### config.mk
export PLATFORM = sky130hd
export DESIGN_NAME = pong_cmd_issuer
export DESIGN_NICKNAME = d
export VERILOG_FILES = /design/src/rtl/pong_pkg.sv /design/src/rtl/pong_strobe_gen.sv /design/src/rtl/pong_cmd_issuer.sv
export SDC_FILE = /design/constraint.sdc
export NUM_CORES = 1
export LEC_CHECK = 0
export CAP_MARGIN = 15
export CORE_ASPECT_RATIO = 1.75
export CORE_MARGIN = 5
export CORE_UTILIZATION = 45
export CTS_BUF_LIST = sky130_fd_sc_hd__clkbuf_16
export DETAILED_ROUTE_END_ITERATION = 10
export PLACE_DENSITY_LB_ADDON = 0.15
export SLEW_MARGIN = 10
export SYNTH_ARGS = -nofsm -noshare
export SYNTH_HDL_FRONTEND = slang
export SYNTH_SLANG_ARGS = --single-unit
### constraint.sdc
create_clock -name CLK -period 3.1 [get_ports CLK]
set_input_delay 0.62 -clock CLK [delete_from_list [all_inputs] [get_ports CLK]]
set_output_delay 0.62 -clock CLK [all_outputs]
set_load 0.02 [all_outputs]
### src/rtl/pong_pkg.sv
// Shared definitions for the pong command issuer: command word layout, strobe FSM states,
// default bar geometry and the bar position update helper.
package pong_pkg;

    localparam int Y_W        = 9;
    localparam int Y_INIT_DEF = 200;
    localparam int Y_MAX_DEF  = 440;

    localparam int CMD_Y_LSB   = 0;
    localparam int CMD_BAR_BIT = 9;
    localparam int CMD_INC_BIT = 10;
    localparam int CMD_ENA_BIT = 11;

    // One-hot so that each strobe-phase output can come straight off a state flop.
    typedef enum logic [3:0] {
        ST_IDLE  = 4'b0001,
        ST_SETUP = 4'b0010,
        ST_HIGH  = 4'b0100,
        ST_LOW   = 4'b1000
    } cmd_state_e;

    localparam int ST_IDLE_BIT = 0;
    localparam int ST_HIGH_BIT = 2;

    function automatic logic [Y_W-1:0] next_y(input logic [Y_W-1:0] y, input logic down,
                                              input int step, input int ymax);
        logic [Y_W:0] w;
        if (down) begin
            w = {1'b0, y} + 10'(step);
            if (w > 10'(ymax)) w = 10'(ymax);
        end else if ({1'b0, y} < 10'(step)) begin
            w = '0;
        end else begin
            w = {1'b0, y} - 10'(step);
        end
        return w[Y_W-1:0];
    endfunction

    function automatic logic [31:0] build_word(input logic [Y_W-1:0] y, input logic bar,
                                               input logic inc, input logic ena);
        logic [31:0] w;
        w = '0;
        w[CMD_Y_LSB +: Y_W] = y;
        w[CMD_BAR_BIT]      = bar;
        w[CMD_INC_BIT]      = inc;
        w[CMD_ENA_BIT]      = ena;
        return w;
    endfunction

endpackage

### src/rtl/pong_strobe_gen.sv
// SETUP (1 cycle) / HIGH (STROBE_W) / LOW (STROBE_W) command strobe sequencer.
// i_go is taken only in IDLE; o_done marks the last LOW cycle. No backpressure beyond o_busy.
module pong_strobe_gen
    import pong_pkg::*;
#(
    parameter int STROBE_W = 2
) (
    input  logic i_clk,
    input  logic i_rst_n,
    input  logic i_go,
    output logic o_cmd_en,
    output logic o_busy,
    output logic o_idle,
    output logic o_done
);

    localparam int CW = (STROBE_W > 1) ? $clog2(STROBE_W) : 1;

    cmd_state_e r_state;
    cmd_state_e w_nxt;
    logic [CW-1:0] r_cnt;
    logic w_cnt_last;

    assign w_cnt_last = (r_cnt == CW'(STROBE_W - 1));

    always_ff @(posedge i_clk or negedge i_rst_n) begin
        if (!i_rst_n) begin
            r_state <= ST_IDLE;
            r_cnt   <= '0;
        end else begin
            r_state <= w_nxt;
            if ((r_state == ST_HIGH || r_state == ST_LOW) && !w_cnt_last)
                r_cnt <= r_cnt + 1'b1;
            else
                r_cnt <= '0;
        end
    end

    always_comb begin
        w_nxt = r_state;
        case (r_state)
            ST_IDLE:  if (i_go) w_nxt = ST_SETUP;
            ST_SETUP: w_nxt = ST_HIGH;
            ST_HIGH:  if (w_cnt_last) w_nxt = ST_LOW;
            ST_LOW:   if (w_cnt_last) w_nxt = ST_IDLE;
            default:  w_nxt = ST_IDLE;
        endcase
    end

    // CMD_EN is the HIGH state flop itself, so reset drops it with no decode glitch.
    always_comb begin
        o_cmd_en = r_state[ST_HIGH_BIT];
        o_idle   = r_state[ST_IDLE_BIT];
        o_busy   = !r_state[ST_IDLE_BIT];
        o_done   = (r_state == ST_LOW) && w_cnt_last;
    end

endmodule

### src/rtl/pong_cmd_issuer.sv
// Issues enable/move command words to the pong game core: request -> SETUP next cycle, 2*STROBE_W+2 cycles to IDLE.
// Requests are dropped (not queued) while busy or rate-limited; PONG_SCORE_READBACK_EN enables score decode.
module pong_cmd_issuer
    import pong_pkg::*;
#(
    parameter int STEP     = 4,
    parameter int STROBE_W = 2,
    parameter int RATE_DIV = 1000,
    parameter int Y_INIT   = Y_INIT_DEF,
    parameter int Y_MAX    = Y_MAX_DEF
) (
    input  logic        CLK,
    input  logic        RST_BTN,
    input  logic        start_req,
    input  logic        up1,
    input  logic        dn1,
    input  logic        up2,
    input  logic        dn2,
    input  logic [31:0] result,
    output logic [31:0] CMD_DATA,
    output logic        CMD_EN,
    output logic        busy,
    output logic        game_on,
    output logic [14:0] score1,
    output logic [14:0] score2,
    output logic        score_valid
);

    localparam int RW = $clog2(RATE_DIV + 1);

    logic [31:0]    r_cmd_data;
    logic           r_game_on;
    logic           r_rr;
    logic [RW-1:0]  r_rate_cnt;
    logic [Y_W-1:0] r_y1, r_y2;

    logic           w_idle, w_done;
    logic           w_rate_ok, w_req1, w_req2, w_pick2;
    logic           w_start_go, w_move_go, w_go;
    logic [Y_W-1:0] w_ny1, w_ny2;
    logic [31:0]    w_move_word;

    pong_strobe_gen #(.STROBE_W(STROBE_W)) u_strobe (
        .i_clk    (CLK),
        .i_rst_n  (RST_BTN),
        .i_go     (w_go),
        .o_cmd_en (CMD_EN),
        .o_busy   (busy),
        .o_idle   (w_idle),
        .o_done   (w_done)
    );

    assign w_rate_ok = (r_rate_cnt == RW'(RATE_DIV - 1));
    assign w_ny1     = next_y(r_y1, dn1, STEP, Y_MAX);
    assign w_ny2     = next_y(r_y2, dn2, STEP, Y_MAX);
    // A request pinned at its clamp limit produces no change, hence no command.
    assign w_req1    = (up1 ^ dn1) && (w_ny1 != r_y1);
    assign w_req2    = (up2 ^ dn2) && (w_ny2 != r_y2);
    assign w_pick2   = w_req2 && (!w_req1 || r_rr);

    assign w_start_go  = !r_game_on && w_idle && start_req;
    assign w_move_go   = r_game_on && w_idle && w_rate_ok && (w_req1 || w_req2);
    assign w_go        = w_start_go || w_move_go;
    assign w_move_word = build_word(w_pick2 ? w_ny2 : w_ny1, w_pick2, w_pick2 ? dn2 : dn1, 1'b0);

    always_ff @(posedge CLK or negedge RST_BTN) begin
        if (!RST_BTN) begin
            r_cmd_data <= '0;
            r_game_on  <= 1'b0;
            r_rr       <= 1'b0;
            r_rate_cnt <= '0;
            r_y1       <= Y_W'(Y_INIT);
            r_y2       <= Y_W'(Y_INIT);
        end else begin
            if (w_start_go) begin
                r_game_on  <= 1'b1;
                r_cmd_data <= build_word('0, 1'b0, 1'b0, 1'b1);
            end
            if (w_move_go) begin
                r_cmd_data <= w_move_word;
                r_rr       <= ~r_rr;
                r_rate_cnt <= '0;
                if (w_pick2) r_y2 <= w_ny2;
                else         r_y1 <= w_ny1;
            end else if (!w_rate_ok) begin
                r_rate_cnt <= r_rate_cnt + 1'b1;
            end
        end
    end

    assign CMD_DATA = r_cmd_data;
    assign game_on  = r_game_on;

`ifdef PONG_SCORE_READBACK_EN
    logic [14:0] r_score1, r_score2;
    logic        r_score_vld;

    always_ff @(posedge CLK or negedge RST_BTN) begin
        if (!RST_BTN) begin
            r_score1    <= '0;
            r_score2    <= '0;
            r_score_vld <= 1'b0;
        end else begin
            r_score_vld <= w_done && (result[16] || result[0]);
            if (w_done && result[16]) r_score1 <= result[31:17];
            if (w_done && result[0])  r_score2 <= result[15:1];
        end
    end

    assign score1      = r_score1;
    assign score2      = r_score2;
    assign score_valid = r_score_vld;
`else
    logic w_unused_readback;
    assign w_unused_readback = ^{result, w_done};
    assign score1      = '0;
    assign score2      = '0;
    assign score_valid = 1'b0;
`endif

endmodule

After elaboration in Yosys (flattened, before gate mapping)
Cells that the tools add are included.

Muxes and demuxes: 17. Multipliers: 0. Magnitude comparators: 4. Shift-type cells: 0. Bitwise logic cells: 4. Divide/modulo/power cells: 0. Equal/unequal tests: 11. $add $sub $neg: 6. Reduce and logical (&&, ||, !) cells: 21.

Operators with widths (number): $mux W32 (2); $mux W9 (7); $add A9 B3 Y10 const B (2); $gt A10 B9 Y1 const B (2); $mux W10 (2); $lt A9 B3 Y1 const B (2); $ne A9 B9 Y1 (2); $sub A9 B3 Y9 const B (2); $pmux W4 S4 (1); $mux W4 (3); $add A10 B1 Y10 const B (1); $eq A10 B10 Y1 const B (1); $logic_and A1 B1 Y1 (9); $ne A2 B1 Y1 const B (4); $eq A4 B1 Y1 const B (1); $eq A4 B2 Y1 const B (1); $eq A4 B3 Y1 const B (1); $eq A4 B4 Y1 const B (1); $logic_not A1 Y1 (4); $logic_or A1 B1 Y1 (4); $reduce_and A2 Y1 (2); $reduce_and A3 Y1 (1); $mux W1 (2); $not A1 Y1 (2); 3 further kinds (4).

Memory bits (writable): 0. Memories: 0. Latch bits: 0. Memory bits (read-only): 0. Register bits after elaboration: 67. Logic and storage cells: 71.

Depth between registers and ports, before layout
Gate-level depths: netlist (run 1).

Depth in word-level cells: 11. Gate-level depth with buffers: 12. Mapped depth without buffers: 10.

Hierarchy
Synthesis (run 1) repeated with hierarchy kept, for this count alone.

Cell total of the unflattened synthesis: 441. Area, all modules: 3633.5 µm².

By module, submodules not included: pong_cmd_issuer (sequential area each 1058.5 µm², cells an instance 414, times used 1, area each 3375.7 µm²); pong_strobe_gen (sequential area each 126.4 µm², cells an instance 27, times used 1, area each 257.7 µm²).

Least setup slack after synthesis (run 1)
No wires, ideal clock.

Kind: register to register. Start point: register r_y1[3]. End point: register r_y2[4]. Stages on the path, launching flop included: 11. Data required time: 2.975 ns. Period minus slack after synthesis: 3.107 ns. Arrival time: 2.982 ns. Buffers on the path: 1. Slack: -0.007 ns. Path through: dfstp_2 > buf_2 > inv_1 > ha_1 > a22oi_1 > o31ai_1 > a21oi_4 > o311ai_0 > a21oi_2 > a21oi_4 > mux2_4.

Word-level cells in the longest chain between the ends: 10. Elaborated cells on any way between the ends: 15.

Ends and longest elaborated chain: from (decl) (line pong_cmd_issuer.sv:35) `logic [Y_W-1:0] r_y1, r_y2;`; from (signal assigned) (line pong_cmd_issuer.sv:72) `r_y1 <= Y_W'(Y_INIT);`; from (signal assigned) (line pong_cmd_issuer.sv:84) `else r_y1 <= w_ny1;`; $add A9 B3 Y10 (line pong_pkg.sv:29) `w = {1'b0, y} + 10'(step);`; $gt A10 B9 Y1 (line pong_pkg.sv:30) `if (w > 10'(ymax)) w = 10'(ymax);`; $mux W9 (line pong_pkg.sv:30); $mux W9 (line pong_pkg.sv:28) `if (down) begin`; $ne A9 B9 Y1 * (line pong_cmd_issuer.sv:57) `assign w_req1 = (up1 ^ dn1) && (w_ny1 != r_y1);`; $logic_and A1 B1 Y1 * (line pong_cmd_issuer.sv:57); $logic_not A1 Y1 (line pong_cmd_issuer.sv:59) `assign w_pick2 = w_req2 && (!w_req1 || r_rr);`; $logic_or A1 B1 Y1 (line pong_cmd_issuer.sv:59); $logic_and A1 B1 Y1 (line pong_cmd_issuer.sv:59); $reduce_and A2 Y1 (no line) *; to (signal assigned) (line pong_cmd_issuer.sv:73) `r_y2 <= Y_W'(Y_INIT);`; to (signal assigned) (line pong_cmd_issuer.sv:83) `if (w_pick2) r_y2 <= w_ny2;`; to (decl) (line pong_cmd_issuer.sv:35).

Mark *: on every way between the ends. The rest lies on a longest branch, timed or not. A chain may end at the register's enable or synchronous reset.

Worst setup path after layout (run 1)
Start point: register r_y2[3]. End point: register r_y2[5].

Word-level cells in the longest chain between the ends: 9. Elaborated cells on any way between the ends: 13.

Ends and longest elaborated chain: $add A9 B3 Y10 (line pong_pkg.sv:29); $gt A10 B9 Y1 (line pong_pkg.sv:30); $mux W9 (line pong_pkg.sv:30); $mux W9 (line pong_pkg.sv:28); $ne A9 B9 Y1 (line pong_cmd_issuer.sv:58) `assign w_req2 = (up2 ^ dn2) && (w_ny2 != r_y2);`; $logic_and A1 B1 Y1 (line pong_cmd_issuer.sv:58); $logic_or A1 B1 Y1 (line pong_cmd_issuer.sv:62) `assign w_move_go = r_game_on && w_idle && w_rate_ok && (w_req1 || w_req2);`; $logic_and A1 B1 Y1 (line pong_cmd_issuer.sv:62); $reduce_and A2 Y1 (no line).

Several ways; a longest one is shown, not always the timed one.

==> results_dict.tcl, run 1 <==
set metrics [dict create \
    hold_violations 0 \
    signed_area_change_from_the_synthesized_netlist_to_the_final_layout_pct 20.2 \
    tightest_slew_ns 0.613 \
    grt_first_pass_wirelength_mm 15.8 \
    worstPathCellList "inv_1, ha_1, o21ai_0, o21ai_0, a211o_1, a31o_2, xnor2_4, o311ai_4, a21oi_4, mux2_4" \
    cap_viol_max_count 0 \
    class_of_the_worst_hold_path "in -> async" \
    post-route-drc-count 0 \
    via_per_inst 5.42 \
    p_leak_nw 2.06 \
    worst-endpoint-arrival_ns 3.15 \
    outcome "finished, final reports clean" \
    groute.usage.overall 0.186 \
    clock_tree.htree_level_count 2 \
    final_cell_area_sq_mm 0.00459 \
    io_count 105 \
    slowest_stage "sky130_fd_sc_hd__dfstp_2" \
    rr_startpoint "r_y2[3]" \
    timing.fmax_mhz 336 \
    yosys_most_used_dff "sky130_fd_sc_hd__dfrtp_1" \
    grt_pass1_vias 3381 \
    final-setup-viol-count 0 \
    power_density_mw_per_mm2 659 \
    vias 3368 \
    sequential_cell_area_fraction_in_the_yosys_report 0.310 \
    power.total_mw 3.02 \
    post-place-cells 610 \
    cts_num_sinks 47 \
    pwr-share-clk 0.204 \
    routed_wire_length_per_instance_microns 15.4 \
    sequential_power_share 0.320 \
    routability_congestion_estimate 0.874 \
    crit_required_ns 3.28 \
    placed_area_sq_mm 0.00431 \
    worstSkewPairLatency_ns 0.29 \
    number_of_cts_inserted_buffers 5 \
    grt_start_max_net_pins 25 \
    antenna_violations_before_repair 0 \
    post_route_cells_drive_above_1_share 0.213 \
    synth-async-reset-ratio 1.00 \
    power.switching_mw 1.20 \
    timing.critical_path.mode_cell "sky130_fd_sc_hd__o21ai_0" \
    peak_supply_drop_v 0.000343 \
    crit_path_end_kind "flop" \
    synth_edf_count 0 \
    finalClockSkew_ns 0.00617 \
    timing.slew.headroom 0.588 \
    critical_path.top_delay_family "compound AO/OA/AOI/OAI gates" \
    combPwrFrac 0.476 \
    slowest_delay_ns 0.56 \
    drtAntennaViolNets 0 \
    launching_instance_or_port_of_the_critical_path "r_y2[3]" \
    yosysUniqueCellTypes 77 \
    synthCells 441 \
    path_clk_slew_ns 0.06 \
    die_height_microns 132 \
    critical_path_class "reg -> reg" \
    timing.critical_path.fanout_max 6 \
    initial_core_util 0.460 \
    placementRows 44 \
    port_buffers 21 \
    drtIter0Drc 164 \
    cts_max_path_buffers 2 \
    critPathBufInv 1 \
    totalWireLength_mm 9.57 \
    synthesis.area_per_instance_sq_um 8.66 \
    critical_path_startpoint_category "flop" \
    cts_tree "yes" \
    floorplan.die.width_microns 79.6 \
    post_synth_instance_area_sq_mm 0.00382 \
    drt-pass1-iter-count 5 \
    finalNetCount 551 \
    post_layout_nonfiller_instances 621 \
    dp_hpwl_mm 7.64 \
    rsz0062_at_grt "yes" \
    antennaDiodeCount 0 \
    yosysWarningCount 0 \
    slew_viol_final 0 \
    switching_fraction_of_total_power 0.395 \
    period_needed_ns 2.98 \
    clk_root_buffer_cell "sky130_fd_sc_hd__clkbuf_16" \
    final_min_period_over_clock_period 0.961 \
    intPower_mw 1.83 \
    core_area_sq_mm 0.00831 \
    synth.ff_latch_count 47 \
    die_area_sq_mm 0.0105 \
    gr-total-overflow 0 \
]
==> sequential cells by signal (all words and copies together), names as in the netlist <==
name,flops
u_strobe.r_cnt,1
game_on,1
CMD_DATA,12
r_rr,1
u_strobe.r_state,4
r_y1,9
r_y2,9
r_rate_cnt,10
==> synth_stat cells, types with 5 or more instances <==
cell                       instances  area (sq um)
sky130_fd_sc_hd__o21ai_0          18          90.1
sky130_fd_sc_hd__and3_1            7          43.8
sky130_fd_sc_hd__a211oi_1          6          45.0
sky130_fd_sc_hd__buf_4            56           420
sky130_fd_sc_hd__nand4_1          15          93.8
sky130_fd_sc_hd__buf_2            16          80.1
sky130_fd_sc_hd__o211ai_1          5          37.5
sky130_fd_sc_hd__xnor2_1           9          78.8
sky130_fd_sc_hd__xor2_1            7          61.3
sky130_fd_sc_hd__dfrtp_1          40          1000
sky130_fd_sc_hd__nor4_1            5          31.3
sky130_fd_sc_hd__nor2_1           26          97.6
sky130_fd_sc_hd__ha_1              7          87.6
sky130_fd_sc_hd__nand2_1          27           101
sky130_fd_sc_hd__a21bo_1           7          70.1
sky130_fd_sc_hd__dfstp_2           7           184
sky130_fd_sc_hd__o221ai_1          7          61.3
sky130_fd_sc_hd__nor3_1           12          60.1
sky130_fd_sc_hd__inv_1            34           128
sky130_fd_sc_hd__a21oi_1          21           105
sky130_fd_sc_hd__nand3_1          21           105
==> through the flow <==
| stage | utilization | hold WS (ns) | setup WS (ns) | setup TNS, ns |
|---|---|---|---|---|
| floorplan | - | 0.324 | 0.0738 | 0 |
| global placement | 0.519 | 0.471 | -0.0267 | -0.0267 |
| detailed placement | 0.519 | 0.488 | -0.0814 | -0.293 |
| CTS | 0.545 | 0.326 | 0.0273 | 0 |
| global route | 0.552 | 0.366 | -0.0111 | -0.0214 |
| finish | 0.552 | 0.307 | 0.122 | 0 |
==> cells in the final DEF (no fill, tap or decap), types with 3 or more instances in the layout <==
master / instances
sky130_fd_sc_hd__o221ai_1: 7
sky130_fd_sc_hd__dfstp_2: 7
sky130_fd_sc_hd__and3_1: 7
sky130_fd_sc_hd__o31a_1: 3
sky130_fd_sc_hd__ha_1: 6
sky130_fd_sc_hd__a211oi_1: 6
sky130_fd_sc_hd__xnor2_1: 8
sky130_fd_sc_hd__inv_1: 34
sky130_fd_sc_hd__conb_1: 51
sky130_fd_sc_hd__nor3b_1: 4
sky130_fd_sc_hd__nor2_1: 26
sky130_fd_sc_hd__a2111o_1: 4
sky130_fd_sc_hd__nor4_1: 5
sky130_fd_sc_hd__clkdlybuf4s50_1: 20
sky130_fd_sc_hd__xor2_1: 7
sky130_fd_sc_hd__a21oi_1: 21
sky130_fd_sc_hd__nand4_1: 15
sky130_fd_sc_hd__buf_4: 55
sky130_fd_sc_hd__o211ai_1: 5
sky130_fd_sc_hd__o21ai_0: 18
sky130_fd_sc_hd__dfrtp_1: 40
sky130_fd_sc_hd__a21bo_1: 7
sky130_fd_sc_hd__nor3_1: 12
sky130_fd_sc_hd__nand2_1: 27
sky130_fd_sc_hd__buf_12: 3
sky130_fd_sc_hd__a21o_1: 3
sky130_fd_sc_hd__or3_1: 3
sky130_fd_sc_hd__clkbuf_16: 5
sky130_fd_sc_hd__nand3_1: 21
==> worst paths after layout <==
path	to	slack, ns	depth (start not counted)
max	r_y2[5]	0.12	10
min	r_y2[8]	0.31	1
max reg2reg	r_y2[5]	0.12	10
min reg2reg	u_strobe.r_cnt	0.50	1
max in group asynchronous	u_strobe.r_state[0]	2.13	2
min in group CLK	u_strobe.r_cnt	0.50	1
==> worst reg2reg max path, cell delays in order (launching register included) <==
cell,delay (ns)
sky130_fd_sc_hd__dfstp_2,0.56
sky130_fd_sc_hd__inv_1,0.08
sky130_fd_sc_hd__ha_1,0.32
sky130_fd_sc_hd__o21ai_0,0.09
sky130_fd_sc_hd__o21ai_0,0.10
sky130_fd_sc_hd__a211o_1,0.35
sky130_fd_sc_hd__a31o_2,0.31
sky130_fd_sc_hd__xnor2_4,0.27
sky130_fd_sc_hd__o311ai_4,0.17
sky130_fd_sc_hd__a21oi_4,0.28
sky130_fd_sc_hd__mux2_4,0.33
==> cell type report <==
type | instances | area, sq um
tap | 115 | 144
timing repair buffer | 82 | 706
clock buffer | 5 | 125
clock inverter | 3 | 42.5
sequential | 47 | 1180
fill | 770 | 3720
inverter | 36 | 135
multi-input combinational | 333 | 2250
==> per-layer routing <==
layer	vias up	track usage	wire length, microns
met5	-	0	0
li1	1624	-	-
met1	1615	0.200	3580
met4	0	0.109	446
met3	32	0.0192	330
met2	97	0.339	5210
==> cells by family (layout without fill, tap and decap cells) <==
logic type               Yosys count  count (layout)  share of synthesized area
XOR/XNOR                          16              16                     0.0367
AND/OR/NAND/NOR                  139             139                      0.200
AO/OA/AOI/OAI                    115             115                      0.244
other                              1              51                   0.000982
multiplexers                       5               5                     0.0157
flip-flops                        47              47                      0.310
buffers and inverters            111             126                      0.169
adder cells (fa/ha/maj)            7               7                     0.0229
==> what timing repair did <==
action,in CTS,in global routing
endpoints found under the setup margin,16,29
resized for setup,4,12
gates cloned,1,0
buffers inserted,1,1
pin swaps,2,8
hold buffers,0,0
==> power groups by stage <==
stage / Combinational [mW] / Clock (mW) / Sequential [mW]
floorplan: 0.833 / 0 / 1.03
global placement: 1.35 / 0 / 0.972
detailed placement: 1.37 / 0 / 0.979
CTS: 1.41 / 0.629 / 0.968
global route: 1.57 / 0.655 / 0.990
finish: 1.44 / 0.617 / 0.967
Note: power is estimated with default switching activity, not from simulation.
==> inputs of run 2 (changes only) <==
CAP_MARGIN = 20   (was 15)
SLEW_MARGIN = 20   (was 10)
==> results of run 2 <==
The final DEF is identical to that of run 1; final timing and power are the same.
==> inputs of run 3 (changes only) <==
==> constraint.sdc (replaced) <==
create_clock -name CLK -period 3.1 [get_ports CLK]
set_input_delay 0.775 -clock CLK [delete_from_list [all_inputs] [get_ports CLK]]
set_output_delay 0.775 -clock CLK [all_outputs]
set_load 0.02 [all_outputs]
==> run 3 against run 2 <==
Clock skew rose by 0.0059 ns. Clock-buffer cell count did not move. Sequential cell count did not move. Via count rose by 0.86%. Largest cell class unchanged. Wire length rose by 1.2%. Highest routed layer unchanged. Sequential share of layout area rose by 0.056 points. Critical path type unchanged.
==> results_dict.tcl, run 3 (synthesized netlist as in run 1, its figures left out) <==
set metrics [dict create \
    outcome "finished, final reports clean" \
    slew_viol_final 0 \
    crit_required_ns 3.33 \
    gr-total-overflow 0 \
    hold_violations 0 \
    power.total_mw 2.98 \
    tightest_slew_ns 0.592 \
    totalWireLength_mm 9.69 \
    clock_tree.htree_level_count 2 \
    placementRows 44 \
    antennaDiodeCount 0 \
    reg2reg_setup_slack_ns 0.08 \
    groute.usage.overall 0.186 \
    initial_core_util 0.460 \
    finalNetCount 554 \
    final-setup-viol-count 0 \
    grt_pass1_vias 3332 \
    signed_area_change_from_the_synthesized_netlist_to_the_final_layout_pct 19.9 \
    post_route_cells_drive_above_1_share 0.222 \
    drt-pass1-iter-count 4 \
    timing.slew.headroom 0.602 \
    clk_root_buffer_cell "sky130_fd_sc_hd__clkbuf_16" \
    grt_first_pass_wirelength_mm 15.8 \
    core_area_sq_mm 0.00831 \
    fin_util 0.551 \
    n_fill_cell 774 \
    floorplan.die.width_microns 79.6 \
    worst-endpoint-arrival_ns 3.25 \
    hold_buf_count_cts 0 \
    drtIter0Drc 175 \
    dp_hpwl_mm 7.68 \
    critical_path_startpoint_category "flop" \
    final_min_period_over_clock_period 0.975 \
    cap_viol_max_count 0 \
    crit_path_end_kind "flop" \
    io_count 105 \
    vias 3397 \
    worstSkewPairLatency_ns 0.29 \
    layout.cells.most_common "sky130_fd_sc_hd__buf_4" \
    via_per_inst 5.44 \
    area_of_the_multi_input_gates_sq_mm 0.00223 \
    most-common-layout-cells "61 x sky130_fd_sc_hd__buf_4, 51 x sky130_fd_sc_hd__conb_1, 40 x sky130_fd_sc_hd__dfrtp_1" \
    placed_area_sq_mm 0.00434 \
    peak_supply_drop_v 0.000385 \
    timing.fmax_mhz 331 \
    rsz0062_at_grt "yes" \
    class_of_the_worst_hold_path "in -> async" \
    seqCellArea_sq_mm 0.00118 \
    critical_path_class "reg -> reg" \
    drtAntennaViolNets 0 \
    number_of_cts_inserted_buffers 5 \
    post-route-drc-count 0 \
    antenna_violations_before_repair 0 \
    routability_congestion_estimate 0.897 \
    finalClockSkew_ns 0.0121 \
    period_needed_ns 3.02 \
    port_buffers 21 \
    final_cell_area_sq_mm 0.00458 \
    cts_max_path_buffers 2 \
    power_density_mw_per_mm2 650 \
    p_leak_nw 2.05 \
    routed_wire_length_per_instance_microns 15.5 \
    die_height_microns 132 \
    die_area_sq_mm 0.0105 \
    timing.critical_path.fanout_max 10 \
    path_clk_slew_ns 0.07 \
    cts_num_sinks 47 \
    cts_tree "yes" \
    grt_start_max_net_pins 25 \
    largest_register_ff_count 12 \
]
run 3: cell types whose count changed in the layout (fill, tap and decap cells not counted), sizes merged:
cell	delta
clkinv	-1
buf	+3
clkinvlp	+1
run 3: cell type report:
type,instances,area share
multi-input cells,333,0.487
flip-flops and latches,47,0.259
repair buffers,85,0.156
well taps,115,0.0314
inverters,36,0.0295
clock buffers,5,0.0273
clock inverters,3,0.0101
run 3: final timing paths:
path	start	endpoint	cells past startpoint
max	r_y2[3]	r_y1[4]	12
min	RST_BTN	CMD_DATA[2]	1
max reg2reg	r_y2[3]	r_y1[4]	12
min reg2reg	u_strobe.r_cnt	u_strobe.r_cnt	1
max in group asynchronous	RST_BTN	r_y2[3]	2
min in group CLK	u_strobe.r_cnt	u_strobe.r_cnt	1
run 3: layer usage:
metal  global-route usage  vias up  wire (microns)
li1                     -     1636               -
met1                0.203     1649            3670
met2                0.348       89            5360
met3               0.0144       23             294
met4               0.0908        0             359
met5                    0        -               0
run 3: through the flow:
stage	setup slack, ns	TNS [ns]	std cells	hold slack [ns]
finish	0.0784	0	624	0.466
global route	-0.0555	-0.309	624	0.507
CTS	0.00893	0	624	0.476
detailed placement	-0.235	-5.20	615	0.485
global placement	-0.239	-5.76	615	0.474
floorplan	0.0738	0	491	0.451
run 3: power by group:
part / total, mW / leakage [nW] / switching, mW / internal, mW
Clock: 0.624 / 0.0804 / 0.241 / 0.383
Combinational: 1.38 / 1.43 / 0.776 / 0.608
Sequential: 0.969 / 0.546 / 0.162 / 0.808
run 3: repair_timing:
| item | in CTS | in global routing |
|---|---|---|
| setup endpoints to repair | 8 | 24 |
| buffers inserted | 1 | 0 |
| pin swaps | 1 | 4 |
| gates resized for setup | 2 | 10 |
| cloned | 0 | 0 |
run 3: worst max-delay path: stages, from the launching register on:
cell                       delay (ns)
sky130_fd_sc_hd__dfstp_2         0.56
sky130_fd_sc_hd__buf_12          0.11
sky130_fd_sc_hd__ha_2            0.22
sky130_fd_sc_hd__buf_4           0.16
sky130_fd_sc_hd__nand4_1         0.16
sky130_fd_sc_hd__a32oi_4         0.34
sky130_fd_sc_hd__and2_2          0.23
sky130_fd_sc_hd__buf_4           0.13
sky130_fd_sc_hd__o211ai_4        0.10
sky130_fd_sc_hd__o311ai_2        0.35
sky130_fd_sc_hd__buf_4           0.23
sky130_fd_sc_hd__nand4_1         0.16
sky130_fd_sc_hd__a21bo_1         0.22
==> RTL edit (config.mk and constraints of run 2) <==
Add a define of `PONG_SCORE_READBACK_EN`.
--- a/src/rtl/pong_cmd_issuer.sv
+++ b/src/rtl/pong_cmd_issuer.sv
@@ -1,5 +1,7 @@
 // Issues enable/move command words to the pong game core: request -> SETUP next cycle, 2*STROBE_W+2 cycles to IDLE.
 // Requests are dropped (not queued) while busy or rate-limited; PONG_SCORE_READBACK_EN enables score decode.
+`define PONG_SCORE_READBACK_EN
+
 module pong_cmd_issuer
     import pong_pkg::*;
 #(
Check against the original RTL: not equivalent (Yosys sat finds a counterexample within 10 cycles, from zero or initial values and one cycle with RST_BTN low).
==> RTL edit against run 2 <==
Sequential cell count is 31 higher. Cell area is 40% higher. Core utilization is 7.2 points higher. Critical path depth is 1 lower. Worst hold slack better by 0.0036 ns. Critical endpoint is now r_y1[2]$_DFFE_PN0P_. Setup slack worse by 0.054 ns. Synthesized area is 24% higher. Wire length is 42% higher. Sequential share of layout area is 4.7 points higher. Non-clock buffer count is 70 higher.
Power is not compared: it rests on default switching activity, and its combinational part moved more than twofold at a synthesized area within 25%.
==> RTL edit: results (changes against run 2) <==
* Routability Congestion at 0.8932 (+2.2%)
* Sequential share of the synthesized area at 0.4128 (+0.1026)
* Layout cell share with drive strength beyond 1 at 0.2869 (+0.07345)
* Worst hold margin at 0.3109 ns (+0.003580 ns)
* Drt first-iter violations at 120 (-27%)
* Routed met3 length at 625 um (+89%)
* Area contributors post-synth: dfrtp_1, mux2_2, dfstp_2
* Total placed cells including tap cells at 715 (+17%)
* Non-clk bufs at 152 (+85%)
* CP max-delay cell: or4_4
* Drt wl/cell at 18.47 um (+20%)
* Relative slew slack at 0.5259 (-0.06204)
* CTS sink cnt at 78 (+66%)
* CP Max Fanout at 9 (+3)
* Htree depth at 3 (+1)
* First-pass GRT wire length at 22,100 um (+40%)
* Pre-CTS setup slack at -0.1479 ns (-0.06648 ns)
* Fin util at 0.6245 (+0.07229)
* Multi-input combinational area share at 0.4009 (-0.08998)
* Signal inverters at 17 (-53%)
* HPWL after detailed placement at 10,630 um (+39%)
* Largest net degree at the start of global routing at 79 (+220%)
* Layout Cells excl Fill at 737 (+19%)
* Met2 Track Usage GR at 0.4196 (+0.08049)
* DP Area at 5963 um^2 (+38%)
* Root buffer cell: clkbuf_16
* Met1 wire length at 4680 um (+31%)
* Count of cell types in the netlist at 82 (+6.5%)
* Fraction of area in registers at 0.3050 (+0.04689)
* Number of global-route vias before repair at 4,317 (+28%)
* Clock latency on the worst-skew pair at 0.35 ns (+0.06 ns)
* CP top delay family: simple AND/OR/NAND/NOR gates
* #MultiIn Comb at 347 (+4.2%)
* Final clock-cell share at 0.04610 (+0.009578)
* Area of the core at 10,300 um^2 (+24%)
* Nets at 651 (+18%)
* Number of buffers added on ports at 84 (+300%)
* Wire length on met2 at 7818 um (+50%)
* Signal buf overhead at 0.2134 (+0.05966)
* Vias per std cell at 5.550 (+2.3%)
* Layout clock buffer count at 9 (+4)
* Initial antenna violation count at 0 (unchanged)
* Global-route usage over all layers at 0.2244 (+0.03843)
* Clock skew at 0.007915 ns (+0.001747 ns)
* Fillers at 890 (+16%)
* Max Fclk at 329.8 MHz (-1.8%)
* Leakage Power at about 2.8 nW
* Critical path data arrival time at 3.29 ns (+0.14 ns)
* Commonest cells in the netlist: dfrtp_1, mux2_2, nor2_1
* R2R Setup Slk at 0.07 ns (-0.05 ns)
* Status: complete, no violations
* Mapped Cells at 472 (+7.0%)
## RTL edit: cell types whose count changed after synthesis, moves of 7 or more
cell / run 2 / this run
mux2_2: 0 / 32
inv_1: 34 / 17
a21oi_1: 21 / 13
buf_4: 56 / 21
nand4_1: 15 / 4
a31oi_1: 1 / 8
buf_2: 16 / 3
dfrtp_1: 40 / 71
nand2b_1: 0 / 7
a21bo_1: 7 / 0
clkbuf_1: 2 / 14
## RTL edit: logic make-up (layout without fill, tap and decap cells)
| kind of cell | Yosys count | count (layout) | share of synthesized area |
|---|---|---|---|
| XOR/XNOR | 19 | 19 | 0.03662 |
| other | 1 | 20 | 0.0007895 |
| buffers and inverters | 66 | 185 | 0.08561 |
| adder cells (fa/ha/maj) | 7 | 7 | 0.01844 |
| AO/OA/AOI/OAI | 107 | 107 | 0.1707 |
| flip-flops | 78 | 78 | 0.4128 |
| multiplexers | 37 | 37 | 0.09062 |
| AND/OR/NAND/NOR | 157 | 157 | 0.1844 |
## RTL edit: timing repair
item | CTS | global route
pin swaps | 1 | 11
setup endpoints to repair | 11 | 34
buffers inserted | 0 | 6
hold endpoints to repair | 0 | 0
resized for setup | 4 | 22
## RTL edit: path summary, 6_finish.rpt
kind	to	depth (start not counted)	startpoint
setup / recovery	r_y1[2]$_DFFE_PN0P_	9	r_y1[3]$_DFFE_PN1P_
hold / removal	score2[4]$_DFFE_PN0P_	1	RST_BTN
setup reg to reg	r_y1[2]$_DFFE_PN0P_	9	r_y1[3]$_DFFE_PN1P_
hold reg to reg	score1[0]$_DFFE_PN0P_	1	score1[0]$_DFFE_PN0P_
max in group asynchronous	r_y1[2]$_DFFE_PN0P_	1	RST_BTN
min in group CLK	score1[0]$_DFFE_PN0P_	1	score1[0]$_DFFE_PN0P_
